<file path="src/rtl/button_conditioner_if.sv">
// Button bundle between the raw pins and the PC datapath: raw inputs in,
// debounced level plus press/release pulses out.
interface button_conditioner_if #(
    parameter int N_BTN = 4
);
    logic [N_BTN-1:0] btn_in;
    logic [N_BTN-1:0] btn_level;
    logic [N_BTN-1:0] btn_press;
    logic [N_BTN-1:0] btn_release;

    modport master (
        output btn_in,
        input  btn_level,
        input  btn_press,
        input  btn_release
    );

    modport slave (
        input  btn_in,
        output btn_level,
        output btn_press,
        output btn_release
    );
endinterface

</file>
<file path="src/rtl/button_conditioner.sv">
// Two-flop synchronizer, per-channel debounce counter and press/release pulses.
// Defining BTN_REPEAT_EN adds auto-repeat press pulses while a button is held.
module button_conditioner #(
    parameter int N_BTN           = 4,
    parameter int DEBOUNCE_CYCLES = 1250000,
    parameter int REPEAT_DELAY    = 62500000,
    parameter int REPEAT_PERIOD   = 12500000
) (
    input  logic                sysclk,
    input  logic                rst,
    button_conditioner_if.slave btn
);

    localparam int               CNT_W    = $clog2(DEBOUNCE_CYCLES + 1);
    localparam logic [CNT_W-1:0] CNT_LAST = CNT_W'(DEBOUNCE_CYCLES - 1);

    logic [N_BTN-1:0] syncFirst_q;
    logic [N_BTN-1:0] syncSecond_q;
    logic [N_BTN-1:0] level_q,   level_d;
    logic [N_BTN-1:0] press_q,   press_d;
    logic [N_BTN-1:0] release_q, release_d;
    logic [CNT_W-1:0] cnt_q [N_BTN];
    logic [CNT_W-1:0] cnt_d [N_BTN];

`ifdef BTN_REPEAT_EN
    localparam int RPT_MAX = (REPEAT_DELAY > REPEAT_PERIOD) ? REPEAT_DELAY : REPEAT_PERIOD;
    localparam int RPT_W   = $clog2(RPT_MAX + 1);
    localparam logic [RPT_W-1:0] DELAY_LAST  = RPT_W'(REPEAT_DELAY - 1);
    localparam logic [RPT_W-1:0] PERIOD_LAST = RPT_W'(REPEAT_PERIOD - 1);

    logic [RPT_W-1:0] rptCnt_q [N_BTN];
    logic [RPT_W-1:0] rptCnt_d [N_BTN];
    logic [N_BTN-1:0] rptArmed_q, rptArmed_d;
`else
    logic unusedRepeatCfg;
    assign unusedRepeatCfg = (REPEAT_DELAY > 0) ^ (REPEAT_PERIOD > 0);
`endif

    // A level change is accepted only after DEBOUNCE_CYCLES consecutive
    // disagreeing samples; any agreeing sample throws the partial count away.
    always_comb begin
        level_d   = level_q;
        press_d   = '0;
        release_d = '0;
`ifdef BTN_REPEAT_EN
        rptArmed_d = rptArmed_q;
`endif
        for (int i = 0; i < N_BTN; i++) begin
            cnt_d[i] = cnt_q[i];
            if (syncSecond_q[i] == level_q[i]) begin
                cnt_d[i] = '0;
            end else if (cnt_q[i] == CNT_LAST) begin
                cnt_d[i]     = '0;
                level_d[i]   = ~level_q[i];
                press_d[i]   = ~level_q[i];
                release_d[i] = level_q[i];
            end else begin
                cnt_d[i] = cnt_q[i] + CNT_W'(1);
            end

`ifdef BTN_REPEAT_EN
            // First repeat waits REPEAT_DELAY after acceptance, later ones REPEAT_PERIOD.
            rptCnt_d[i] = rptCnt_q[i];
            if (!level_q[i] || release_d[i]) begin
                rptCnt_d[i]   = '0;
                rptArmed_d[i] = 1'b0;
            end else if (rptCnt_q[i] == (rptArmed_q[i] ? PERIOD_LAST : DELAY_LAST)) begin
                rptCnt_d[i]   = '0;
                rptArmed_d[i] = 1'b1;
                press_d[i]    = 1'b1;
            end else begin
                rptCnt_d[i] = rptCnt_q[i] + RPT_W'(1);
            end
`endif
        end
    end

    always_ff @(posedge sysclk or posedge rst) begin
        if (rst) begin
            syncFirst_q  <= '0;
            syncSecond_q <= '0;
            level_q      <= '0;
            press_q      <= '0;
            release_q    <= '0;
            for (int i = 0; i < N_BTN; i++) begin
                cnt_q[i] <= '0;
            end
`ifdef BTN_REPEAT_EN
            rptArmed_q <= '0;
            for (int i = 0; i < N_BTN; i++) begin
                rptCnt_q[i] <= '0;
            end
`endif
        end else begin
            syncFirst_q  <= btn.btn_in;
            syncSecond_q <= syncFirst_q;
            level_q      <= level_d;
            press_q      <= press_d;
            release_q    <= release_d;
            for (int i = 0; i < N_BTN; i++) begin
                cnt_q[i] <= cnt_d[i];
            end
`ifdef BTN_REPEAT_EN
            rptArmed_q <= rptArmed_d;
            for (int i = 0; i < N_BTN; i++) begin
                rptCnt_q[i] <= rptCnt_d[i];
            end
`endif
        end
    end

    assign btn.btn_level   = level_q;
    assign btn.btn_press   = press_q;
    assign btn.btn_release = release_q;

endmodule

</file>
<file path="src/flat_wrapper.sv">
// flat-port wrapper written by rule: the top's interface ports become plain ports
module button_conditioner_flat 
#(
    parameter int N_BTN           = 4,
    parameter int DEBOUNCE_CYCLES = 1250000,
    parameter int REPEAT_DELAY    = 62500000,
    parameter int REPEAT_PERIOD   = 12500000
)
  (sysclk, rst, btn_btn_in, btn_btn_level, btn_btn_press, btn_btn_release);
  button_conditioner_if #(.N_BTN(N_BTN)) btn_i ();
  input  logic sysclk;
  input  logic rst;
  input wire logic [$bits(btn_i.btn_in)-1:0] btn_btn_in;
  output wire logic [$bits(btn_i.btn_level)-1:0] btn_btn_level;
  output wire logic [$bits(btn_i.btn_press)-1:0] btn_btn_press;
  output wire logic [$bits(btn_i.btn_release)-1:0] btn_btn_release;
  assign btn_i.btn_in = btn_btn_in;
  assign btn_btn_level = btn_i.btn_level;
  assign btn_btn_press = btn_i.btn_press;
  assign btn_btn_release = btn_i.btn_release;
  button_conditioner #(.N_BTN(N_BTN), .DEBOUNCE_CYCLES(DEBOUNCE_CYCLES), .REPEAT_DELAY(REPEAT_DELAY), .REPEAT_PERIOD(REPEAT_PERIOD)) u_core (.sysclk(sysclk), .rst(rst), .btn(btn_i));
endmodule
</file>
<file path="config.mk">
export PLATFORM = sky130hd
export DESIGN_NAME = button_conditioner_flat
export DESIGN_NICKNAME = d
export VERILOG_FILES = /design/src/rtl/button_conditioner_if.sv /design/src/rtl/button_conditioner.sv /design/src/flat_wrapper.sv
export SDC_FILE = /design/constraint.sdc
export NUM_CORES = 1
export LEC_CHECK = 0
export ABC_AREA = 0
export CORE_MARGIN = 4
export CORE_UTILIZATION = 30
export DETAILED_ROUTE_END_ITERATION = 16
export SKIP_CTS_REPAIR_TIMING = 1
export SYNTH_ARGS = -nofsm -noshare
export SYNTH_HDL_FRONTEND = slang
export SYNTH_SLANG_ARGS = --single-unit
</file>
<file path="constraint.sdc">
create_clock -name sysclk -period 3.8 [get_ports sysclk]
set_input_delay 0.76 -clock sysclk [delete_from_list [all_inputs] [get_ports sysclk]]
set_output_delay 0.76 -clock sysclk [all_outputs]
set_load 0.03 [all_outputs]
</file>
==> results.yml <==
critical_path:
  path_depth: 5
  r2r_cells: 5
  cp-start-kind: "register"
  crit_start: "u_core.cnt_q[21]"
  critPathTopFamily: "compound AO/OA/AOI/OAI gates"
  endpoint: "u_core.cnt_q[28]"
  r2r_end: "u_core.cnt_q[28]"
  cpMaxStageDelayCell: "o41ai_4"
  path_cells: "ha_1, and3_1, nand4_1, o41ai_4, nor2_1"
  reg2reg_from: "u_core.cnt_q[21]"
  r2r_slack_ns: 1.52
  crit_type: "register to register"
  cp_max_fo: 19
  cpPeakStageDelay_ns: 0.89
  critPathBufInv: 0
  cp.arrival_ns: 2.47
  critPathRequiredTime_ns: 3.99
  endpoint_kind: "register"
power_and_ir_drop:
  seqPwrFrac: 0.521
  combPwrFrac: 0.029
  total_power_mw: 2.18
  switching_share: 0.213
  power.density_mw_per_mm2: 377
  power_switching_mw: 0.466
  clkPwrFrac: 0.450
  p_leak_nw: 2.22
  internal-power_mw: 1.72
  peakVddDrop_mv: 0.205
die:
  floorplan.initialDensity: 0.306
  fp.dieH_um: 138
  dieArea_mm2: 0.0190
  rows: 47
  die_w_um: 138
  ios: 18
  core-area_mm2: 0.0165
run_status:
  outcome: "complete, no violations"
synth:
  synth_top_area_share: 0.515
  ys_seq_area_frac: 0.515
  synth-seq-cells: 104
  syn_area_mm2: 0.00505
  synth_cell_types: 38
  synth_top_area_cell: "dfrtp_1"
  synth_nets: 500
  synth_cells: 490
  async_reset_ff_frac: 1.00
  synth.most_common_cell: "dfrtp_1"
  yosys-top-cells-count: "104 x dfrtp_1, 54 x nor2_1, 31 x nand2_1, 31 x nand3_1, 29 x a21oi_1"
  synth_edf_count: 0
  synth_area_leaders: "dfrtp_1 52%, xnor2_1 4.5%, xor2_1 4.3%"
  syn-mean-instance-area_um2: 10.3
  ys_warn_count: 0
  ys.flop_type: "dfrtp_1"
routing:
  route.detailed.drc: 0
  wl_mm: 9.81
  first_pass_iters: 4
  drt_iter0_markers: 298
  drt-wirelength-per-cell_um: 13.3
  dr_total_vias: 3818
  vias_per_cell: 5.19
  ant_nets: 0
timing:
  fin_crit_ns: 2.28
  fin_setup_tns_ns: 0
  rsz0062_at_grt: "false"
  hold_violations: 0
  fin_skew_ns: 0.00617
  fin_crit_sh: 0.600
  setup_viol: 0
  relSlewSlack: 0.284
  tightestPinTransition_ns: 1.07
  fmax_ghz: 0.438
  slew_viol_final: 0
final_layout:
  stdcell_count: 735
  synthToLayoutAreaGrowth_pct: 14.7
  diodes: 0
  final_util: 0.351
  fillers: 1613
  drive_gt1_frac: 0.0583
  nets: 521
  regArea_mm2: 0.00260
  multi_input_area_mm2: 0.00236
clock_tree:
  clk_latency_ns: 0.35
  clk_pin_slew_worst_paths_ns: 0.07
  h-tree-depth: 3
  cts_tree: "yes"
  root_buffer: "clkbuf_16"
  numClockSinks: 104
  cts_made_buffers: 9
  clockBufferDepth: 2
global_route:
  grt_max_degree: 89
  grt.overflow.total: 0
  grt_pass1_wl_mm: 17.4
  track_usage: 0.112
  antenna_found_initial: 0
  grt_pass1_vias: 3728
placement:
  dpl.hpwl_mm: 6.79
  dp_cells: 720
  port_buffers: 17
  gp_congestion: 0.826
hold_path:
  hp-class: "register to register"
run:
  drv_cap: 0
==> metrics by stage <==
stage	cell area (um^2)	hold slack [ns]	worst slack, ns
6_report	5790	0.358	1.52
4_1_cts	5790	0.361	1.51
3_5_place_dp	5480	0.341	1.51
3_3_place_gp	5480	0.334	1.53
2_1_floorplan	5050	0.331	0.308
5_1_grt	5790	0.368	1.30
==> how the worst min path moves through the flow <==
stage	from	endpoint	cells after the start
after floorplan	u_core.syncFirst_q[0]	u_core.syncSecond_q[0]	0
after global placement	u_core.syncFirst_q[2]	u_core.syncSecond_q[2]	0
after detailed placement	u_core.syncFirst_q[1]	u_core.syncSecond_q[1]	0
after CTS	u_core.syncFirst_q[2]	u_core.syncSecond_q[2]	0
after global routing	u_core.syncFirst_q[1]	u_core.syncSecond_q[1]	0
final	u_core.syncFirst_q[2]	u_core.syncSecond_q[2]	0
==> registers in the layout (all words and copies together), names as in the netlist <==
register,flops
u_core.btn.btn_release,4
u_core.syncFirst_q,4
u_core.btn.btn_level,4
u_core.cnt_q,84
u_core.syncSecond_q,4
u_core.btn.btn_press,4
==> worst reg2reg max path, stage by stage, from the launching register on <==
cell     delay [ns]
dfrtp_1        0.41
ha_1           0.22
and3_1         0.28
nand4_1        0.20
o41ai_4        0.89
nor2_1         0.13
==> power groups by stage <==
stage          combinational [mW]  sequential [mW]  clock, mW
2_1_floorplan              0.0452             1.15          0
3_3_place_gp               0.0653             1.16          0
3_5_place_dp               0.0674             1.16          0
4_1_cts                    0.0677             1.14       1.01
5_1_grt                    0.0761             1.14       1.06
6_report                   0.0643             1.14      0.982
==> kinds of logic (layout without fill, tap and decap cells) <==
group / count (synthesis) / in the layout / share of synthesized area
buffers and inverters: 20 / 45 / 0.0164
flip-flops: 104 / 104 / 0.515
AND/OR/NAND/NOR: 246 / 246 / 0.279
adder cells (fa/ha/maj): 4 / 4 / 0.00991
XOR/XNOR: 51 / 51 / 0.0885
multiplexers: 4 / 4 / 0.00892
AO/OA/AOI/OAI: 61 / 61 / 0.0815
==> cells in the final DEF (no fill, tap or decap), types with 2 or more instances in the layout <==
master	Yosys	layout
o41ai_4	3	3
nand2_1	31	31
inv_1	10	9
clkdlybuf4s50_1	0	17
nor4bb_1	4	4
mux2_2	3	3
nor2_1	54	54
o21ai_0	13	13
a21oi_1	29	29
or3_1	15	15
xor2_1	25	25
nor3b_1	11	11
and4_1	10	10
nor3_1	3	3
dfrtp_1	104	104
xnor2_1	26	26
nor4_1	17	17
nand3b_1	2	2
bufinv_16	0	2
buf_4	0	3
nand4b_1	3	3
ha_1	4	4
and3_1	9	9
nand3_1	31	31
clkbuf_16	0	9
or4_1	17	17
clkinvlp_4	0	2
nand4_1	22	22
o31ai_1	14	14
and2_1	9	9
==> final cells by class <==
type | count | area share
clock inverters | 6 | 0.0160
flip-flops and latches | 104 | 0.449
inverters | 10 | 0.00691
clock buffers | 9 | 0.0389
well taps | 220 | 0.0475
repair buffers | 20 | 0.0333
multi-input cells | 366 | 0.408
==> layer usage <==
metal | global-route usage | wire length [um] | vias to the layer above
met3 | 0.0296 | 406 | 16
met2 | 0.173 | 4580 | 54
met5 | 0 | 0 | -
met1 | 0.150 | 4660 | 1911
met4 | 0.0417 | 158 | 0
li1 | - | - | 1837
(Power assumes the default switching activity.)
